--- src/rtl/acc_pkg.sv ---
// acc_pkg: shared types and constants for the accelerator datapath.
//   data_t      - 32-bit FPU result word written to the CPU regfile
//   status_t    - 5-bit IEEE exception flags {NV, DZ, OF, UF, NX}
//   reg_addr_t  - 5-bit architectural register address
//   tag_t       - operation tag travelling with the FPU request/result
//   fpu_resp_t  - FPU output bundle (result, status, tag)
//   wb_entry_t  - one writeback-buffer slot (destination, data)
package acc_pkg;

    localparam int DATA_W     = 32;
    localparam int FLAGS_W    = 5;
    localparam int REG_ADDR_W = 5;
    localparam int WB_DEPTH   = 4;
    localparam int HZ_PORTS   = 3;

    typedef logic [DATA_W-1:0]     data_t;
    typedef logic [FLAGS_W-1:0]    status_t;
    typedef logic [REG_ADDR_W-1:0] reg_addr_t;

    typedef struct packed {
        reg_addr_t rd;
    } tag_t;

    typedef struct packed {
        data_t   result;
        status_t status;
        tag_t    tag;
    } fpu_resp_t;

    typedef struct packed {
        reg_addr_t rd;
        data_t     data;
    } wb_entry_t;

endpackage

--- src/rtl/acc_wb_buffer.sv ---
// acc_wb_buffer: FIFO between the FPU output port and the CPU regfile write
// port. Results are queued in acceptance order and drained whenever the CPU
// grants the write port. Also reports pending destinations for RAW hazard
// checks and accumulates sticky IEEE exception flags.
//
// Ports:
//   clk_i, rst_i        clock, synchronous active-high reset
//   fpu_out_valid_i/    FPU result handshake; ready is low while full or
//   fpu_out_ready_o     in reset
//   fpu_resp_i          result, status and tag (tag.rd = destination)
//   flush_i             discard all buffered entries
//   waddr_o/wdata_o/    regfile write request from the head entry (zero
//   wren_o              when empty)
//   wr_grant_i          CPU write port free this cycle; pop = wren && grant
//   hz_addr_i/hz_o      source registers to check / pending-hit flags
//   fflags_o/           sticky OR of accepted status values / clear
//   fflags_clr_i
//   count_o/empty_o     occupancy
module acc_wb_buffer
    import acc_pkg::*;
#(
    parameter int DEPTH = WB_DEPTH
) (
    input  logic                       clk_i,
    input  logic                       rst_i,
    input  logic                       fpu_out_valid_i,
    output logic                       fpu_out_ready_o,
    input  fpu_resp_t                  fpu_resp_i,
    input  logic                       flush_i,
    output reg_addr_t                  waddr_o,
    output data_t                      wdata_o,
    output logic                       wren_o,
    input  logic                       wr_grant_i,
    input  reg_addr_t                  hz_addr_i [HZ_PORTS],
    output logic [HZ_PORTS-1:0]        hz_o,
    output status_t                    fflags_o,
    input  logic                       fflags_clr_i,
    output logic [$clog2(DEPTH+1)-1:0] count_o,
    output logic                       empty_o
);

    localparam int PW = $clog2(DEPTH);
    localparam int CW = $clog2(DEPTH+1);

    wb_entry_t         mem [DEPTH];
    logic [DEPTH-1:0]  valid_reg;
    logic [DEPTH-1:0]  valid_next;
    logic [PW-1:0]     rd_ptr_reg;
    logic [PW-1:0]     wr_ptr_reg;
    logic [CW-1:0]     count_reg;
    logic [CW-1:0]     count_next;
    status_t           fflags_reg;
    status_t           fflags_next;

    logic      full;
    logic      empty;
    logic      push;
    logic      store;
    logic      pop;
    wb_entry_t head;

    assign full  = (count_reg == CW'(DEPTH));
    assign empty = (count_reg == '0);

    // Ready deliberately ignores the grant: a full buffer never accepts,
    // even while it is popping, so ready stays free of the CPU timing path.
    assign fpu_out_ready_o = !full && !rst_i;
    assign push            = fpu_out_valid_i && fpu_out_ready_o;

    // x0 results complete the handshake (and update flags) but are never
    // written; a push racing a flush is dropped as well.
    assign store = push && (fpu_resp_i.tag.rd != '0) && !flush_i;

    assign wren_o = !empty;
    assign pop    = wren_o && wr_grant_i;

    assign head    = mem[rd_ptr_reg];
    assign waddr_o = empty ? '0 : head.rd;
    assign wdata_o = empty ? '0 : head.data;

    assign count_o  = count_reg;
    assign empty_o  = empty;
    assign fflags_o = fflags_reg;

    // Push and pop can only hit the same slot when the buffer is empty
    // (no pop) or full (no push), so the order of the two updates is moot.
    always_comb begin
        valid_next = valid_reg;
        if (pop) begin
            valid_next[rd_ptr_reg] = 1'b0;
        end
        if (store) begin
            valid_next[wr_ptr_reg] = 1'b1;
        end
    end

    assign count_next = count_reg + CW'(store) - CW'(pop);

    // Clear-then-merge when clear and push coincide.
    always_comb begin
        fflags_next = fflags_reg;
        if (fflags_clr_i) begin
            fflags_next = '0;
        end
        if (push) begin
            fflags_next = fflags_next | fpu_resp_i.status;
        end
    end

    // Storage carries no reset; the valid vector and count guard every read.
    always_ff @(posedge clk_i) begin
        if (store) begin
            mem[wr_ptr_reg] <= '{rd: fpu_resp_i.tag.rd, data: fpu_resp_i.result};
        end
    end

    always_ff @(posedge clk_i) begin
        if (rst_i) begin
            rd_ptr_reg <= '0;
            wr_ptr_reg <= '0;
            count_reg  <= '0;
            valid_reg  <= '0;
            fflags_reg <= '0;
        end else begin
            fflags_reg <= fflags_next;
            if (flush_i) begin
                rd_ptr_reg <= '0;
                wr_ptr_reg <= '0;
                count_reg  <= '0;
                valid_reg  <= '0;
            end else begin
                if (store) begin
                    wr_ptr_reg <= wr_ptr_reg + PW'(1);
                end
                if (pop) begin
                    rd_ptr_reg <= rd_ptr_reg + PW'(1);
                end
                count_reg <= count_next;
                valid_reg <= valid_next;
            end
        end
    end

    // Hazard compare: every check port against every valid slot. x0 never
    // reports a hazard since it is never stored and is hardwired to zero.
    logic [HZ_PORTS-1:0][DEPTH-1:0] hit;

    genvar gi, gj;
    generate
        for (gi = 0; gi < HZ_PORTS; gi++) begin : g_hz_port
            for (gj = 0; gj < DEPTH; gj++) begin : g_hz_slot
                assign hit[gi][gj] = valid_reg[gj] && (mem[gj].rd == hz_addr_i[gi]);
            end
            assign hz_o[gi] = (hz_addr_i[gi] != '0) && (|hit[gi]);
        end
    endgenerate

endmodule
--- config.mk ---
export PLATFORM = sky130hd
export DESIGN_NAME = acc_wb_buffer
export DESIGN_NICKNAME = d
export VERILOG_FILES = /design/src/rtl/acc_pkg.sv /design/src/rtl/acc_wb_buffer.sv
export SDC_FILE = /design/constraint.sdc
export NUM_CORES = 1
export LEC_CHECK = 0
export BUFFER_PORTS_ARGS = -buffer_cell sky130_fd_sc_hd__buf_2
export CORE_ASPECT_RATIO = 1.1
export CORE_MARGIN = 3
export CORE_UTILIZATION = 51
export CTS_BUF_LIST = sky130_fd_sc_hd__clkbuf_16
export CTS_CLUSTER_SIZE = 14
export DETAILED_ROUTE_END_ITERATION = 8
export GPL_TIMING_DRIVEN = 1
export PLACE_DENSITY_LB_ADDON = 0.3
export SYNTH_ARGS = -nofsm -noshare
export SYNTH_HDL_FRONTEND = slang
export SYNTH_SLANG_ARGS = --single-unit
--- constraint.sdc ---
create_clock -name clk_i -period 2.42 [get_ports clk_i]
set_clock_uncertainty 0.1 [all_clocks]
set_input_delay 0.121 -clock clk_i [delete_from_list [all_inputs] [get_ports clk_i]]
set_output_delay 0.121 -clock clk_i [all_outputs]
set_load 0.05 [all_outputs]
==> results.sh <==
export IMPL_status="completed"
export IMPL_grt_usage=0.204
export IMPL_grt_max_degree=44
export IMPL_crit_slowest_cell="or3_1"
export IMPL_synth_most_common_cell="edfxtp_1"
export IMPL_crit_path_max_fanout=5
export IMPL_wl_um=15200
export IMPL_cts_root_buf="clkbuf_16"
export IMPL_yosysWarnings=0
export IMPL_yosysTopAreaCellShare=0.613
export IMPL_synth_cells=440
export IMPL_synth_top_family_by_area="multiplexers"
export IMPL_worst_skew_pair_late_latency_ns=0.42
export IMPL_wire_per_inst_um=18.8
export IMPL_crit_chain="or3_1 > nand2_2 > inv_1 > ha_4 > inv_4 > ha_4 > inv_2 > fa_2 > xor2_2 > xnor2_1 > nor2_1"
export IMPL_antenna_cells=0
export IMPL_slew_headroom=0.711
export IMPL_swShare=0.215
export IMPL_internal_power_mw=5.07
export IMPL_clock_path_buffers=2
export IMPL_synth_common_cells="148 x edfxtp_1, 49 x xor2_1, 41 x and2_1"
export IMPL_leakagePower_nw=3.37
export IMPL_die_x_um=120
export IMPL_yosysSeqAreaShare=0.663
export IMPL_drv_cap=0
export IMPL_synth_compound_area_frac=0.0114
export IMPL_antenna_left=0
export IMPL_place_gp_congestion=0.818
export IMPL_start_util=0.523
export IMPL_final_core_util=0.667
export IMPL_coreArea_um2=13900
export IMPL_cp_end_kind="flop"
export IMPL_max_clock_freq_ghz=0.430
export IMPL_total_power_mw=6.47
export IMPL_finalCritPeriodShare=0.961
export IMPL_cts_tree="done"
export IMPL_cpMostUsedCell="ha_4"
export IMPL_comb_power_share=0.086
export IMPL_grt_overflow=0
export IMPL_worst_slack_ns=0.0933
export IMPL_numCtsBuffers=17
export IMPL_io_pins=114
export IMPL_ys_flop_type="edfxtp_1"
export IMPL_slew_viol_final=0
export IMPL_ctsHtreeMaxLevel=4
export IMPL_syn_area_um2=7250
export IMPL_rsz0062_at_grt="true"
export IMPL_grt_first_pass_wirelength_um=23600
export IMPL_cp_required_ns=2.63
export IMPL_yosys_area_top_type="edfxtp_1"
export IMPL_switchingPower_mw=1.39
export IMPL_pre_cts_ws_ns=-0.0810
export IMPL_vias=4276
export IMPL_cts_clk_slew_worst_paths_ns=0.06
export IMPL_synth_seq_cells=166
export IMPL_ir_worst_vdd_mv=0.614
export IMPL_rows=45
export IMPL_drt_first_pass_iters=4
export IMPL_sequentialPowerShare=0.489
export IMPL_avgSynthCellArea_um2=16.5
export IMPL_crit_type="reg2reg"
export IMPL_nets=680
export IMPL_pwr_share_clk=0.425
export IMPL_io_buffers=113
export IMPL_hold_class="in2reg"
export IMPL_hold_violations=0
export IMPL_synth_edf_count=148
export IMPL_vias_per_cell=5.30
export IMPL_route_detailed_drc=0
export IMPL_clock_sinks=166
export IMPL_dp_hpwl_um=9580
export IMPL_synthAdderAreaFrac=0.0200
export IMPL_nFillCells=1003
export IMPL_synthTopCellsByArea="edfxtp_1 61%, mux4_2 11%, xor2_1 5.9%"
export IMPL_synthMuxAreaShare=0.116
export IMPL_cp_data_arrival_time_ns=2.53
export IMPL_yosys_area_share_xor_xnor=0.0773
export IMPL_grt_pass1_vias=4420
export IMPL_largest_register_ffs=148
export IMPL_slowest_delay_ns=0.40
export IMPL_p_per_area_nw_per_um2=699
export IMPL_antenna_found_initial=0
export IMPL_cp_start_kind="flop"
export IMPL_dr_first_iter_drc_count=269
export IMPL_period_needed_ns=2.33
export IMPL_yosys_area_share_simple=0.0877
export IMPL_syn_to_final_growth_pct=27.5
export IMPL_setup_viol=0
export IMPL_die_h_um=131
export IMPL_async_flop_share=0
export IMPL_worst_pin_slew_ns=0.434
export IMPL_postCtsSetupRepairBufs=0
export IMPL_dieArea_um2=15700
export IMPL_synthDistinctLibCells=31
export IMPL_syn_nets=514
export IMPL_drive_gt1_frac=0.357
## metrics by stage
step,TNS (ns),instance area [µm²],instances,hold slack [ns]
after floorplan,-0.146,7300,440,0.120
after global placement,-0.0470,8120,727,0.233
after detailed placement,-0.0810,8120,727,0.238
after CTS,0,9250,811,0.0824
after global routing,-0.0416,9240,807,0.114
final,0,9240,807,0.0933
## layout make-up
class	instances	area, µm²	area share
flip-flops and latches	166	4820	0.522
repair buffers	178	1200	0.130
clock inverters	15	185	0.0200
inverters	10	40.0	0.00433
well taps	188	235	0.0254
clock buffers	17	425	0.0460
multi-input cells	233	2340	0.253
## power by group through the flow
stage	registers (mW)	logic [mW]	clock network, mW
final	3.16	0.558	2.75
after global routing	3.16	0.598	2.93
after CTS	3.16	0.559	2.80
after detailed placement	3.22	0.493	0
after global placement	3.22	0.484	0
after floorplan	3.24	0.316	0
## path summary, 6_finish.rpt
path                                            start                    end  slack (ns)  depth (start not counted)
worst min-delay path                          flush_i  count_o[0]$_SDFF_PP0_        0.09                          3
worst max-delay path            count_o[1]$_SDFF_PP0_  count_o[2]$_SDFF_PP0_        0.09                         11
worst min register to register  count_o[2]$_SDFF_PP0_  count_o[2]$_SDFF_PP0_        0.42                          2
worst max register to register  count_o[1]$_SDFF_PP0_  count_o[2]$_SDFF_PP0_        0.09                         11
## layer usage
layer / share of wire / GRT usage / vias up
met3: 0.052 / 0.0504 / 20
met2: 0.52 / 0.353 / 121
met5: 0 / 0 / -
met1: 0.41 / 0.251 / 2164
met4: 0.015 / 0.0755 / 0
li1: - / - / 1971
## critical path, delay by kind of cell, from the launching register on
family / cells / cell delay, ns
XOR/XNOR: 2 / 0.29
adder cells (fa/ha/maj): 3 / 0.70
buffers and inverters: 3 / 0.17
flip-flops: 1 / 0.38
AND/OR/NAND/NOR: 3 / 0.57
## repair_timing
item	in CTS	in global routing
hold buffers	52	0
gates resized for setup	1	7
hold endpoints to repair	157	0
setup endpoints to repair	7	7
pin swaps	0	3
## cell families after synthesis
logic type / count (synthesis)
fa+ha+maj: 11
compound gates: 13
buf+inv: 41
simple gates: 107
mux: 38
flops: 166
xor+xnor: 64
## placed cells by master (no fill, tap or decap), types with 2 or more instances in the layout
master         netlist  routed
ha_1                10       8
or4_1                4       4
clkbuf_16            0      17
and2_2               0       4
o21a_1               3       3
inv_2                0       2
dfxtp_1             18      13
clkinv_1             0       4
xor2_1              49      48
xnor2_1             15      15
nand3_1             16      16
buf_2                1     113
bufinv_16            0       4
inv_1               10       7
clkinv_2             0       2
nand4_1              3       3
nor4_2               0       3
ha_4                 0       2
dfxtp_4              0       4
buf_12               0       2
nor4_1              12       9
clkinvlp_4           0       3
a22oi_1              4       4
a21oi_1              6       5
buf_4                3      15
mux4_2              37      37
nor2_1              17      17
nor3b_4              2       3
nor2b_1              5       5
nand2_1              3       2
edfxtp_1           148     148
and2_1              41      37
dlygate4sd3_1        0      48
No activity file was read; power rests on OpenSTA's default activity.
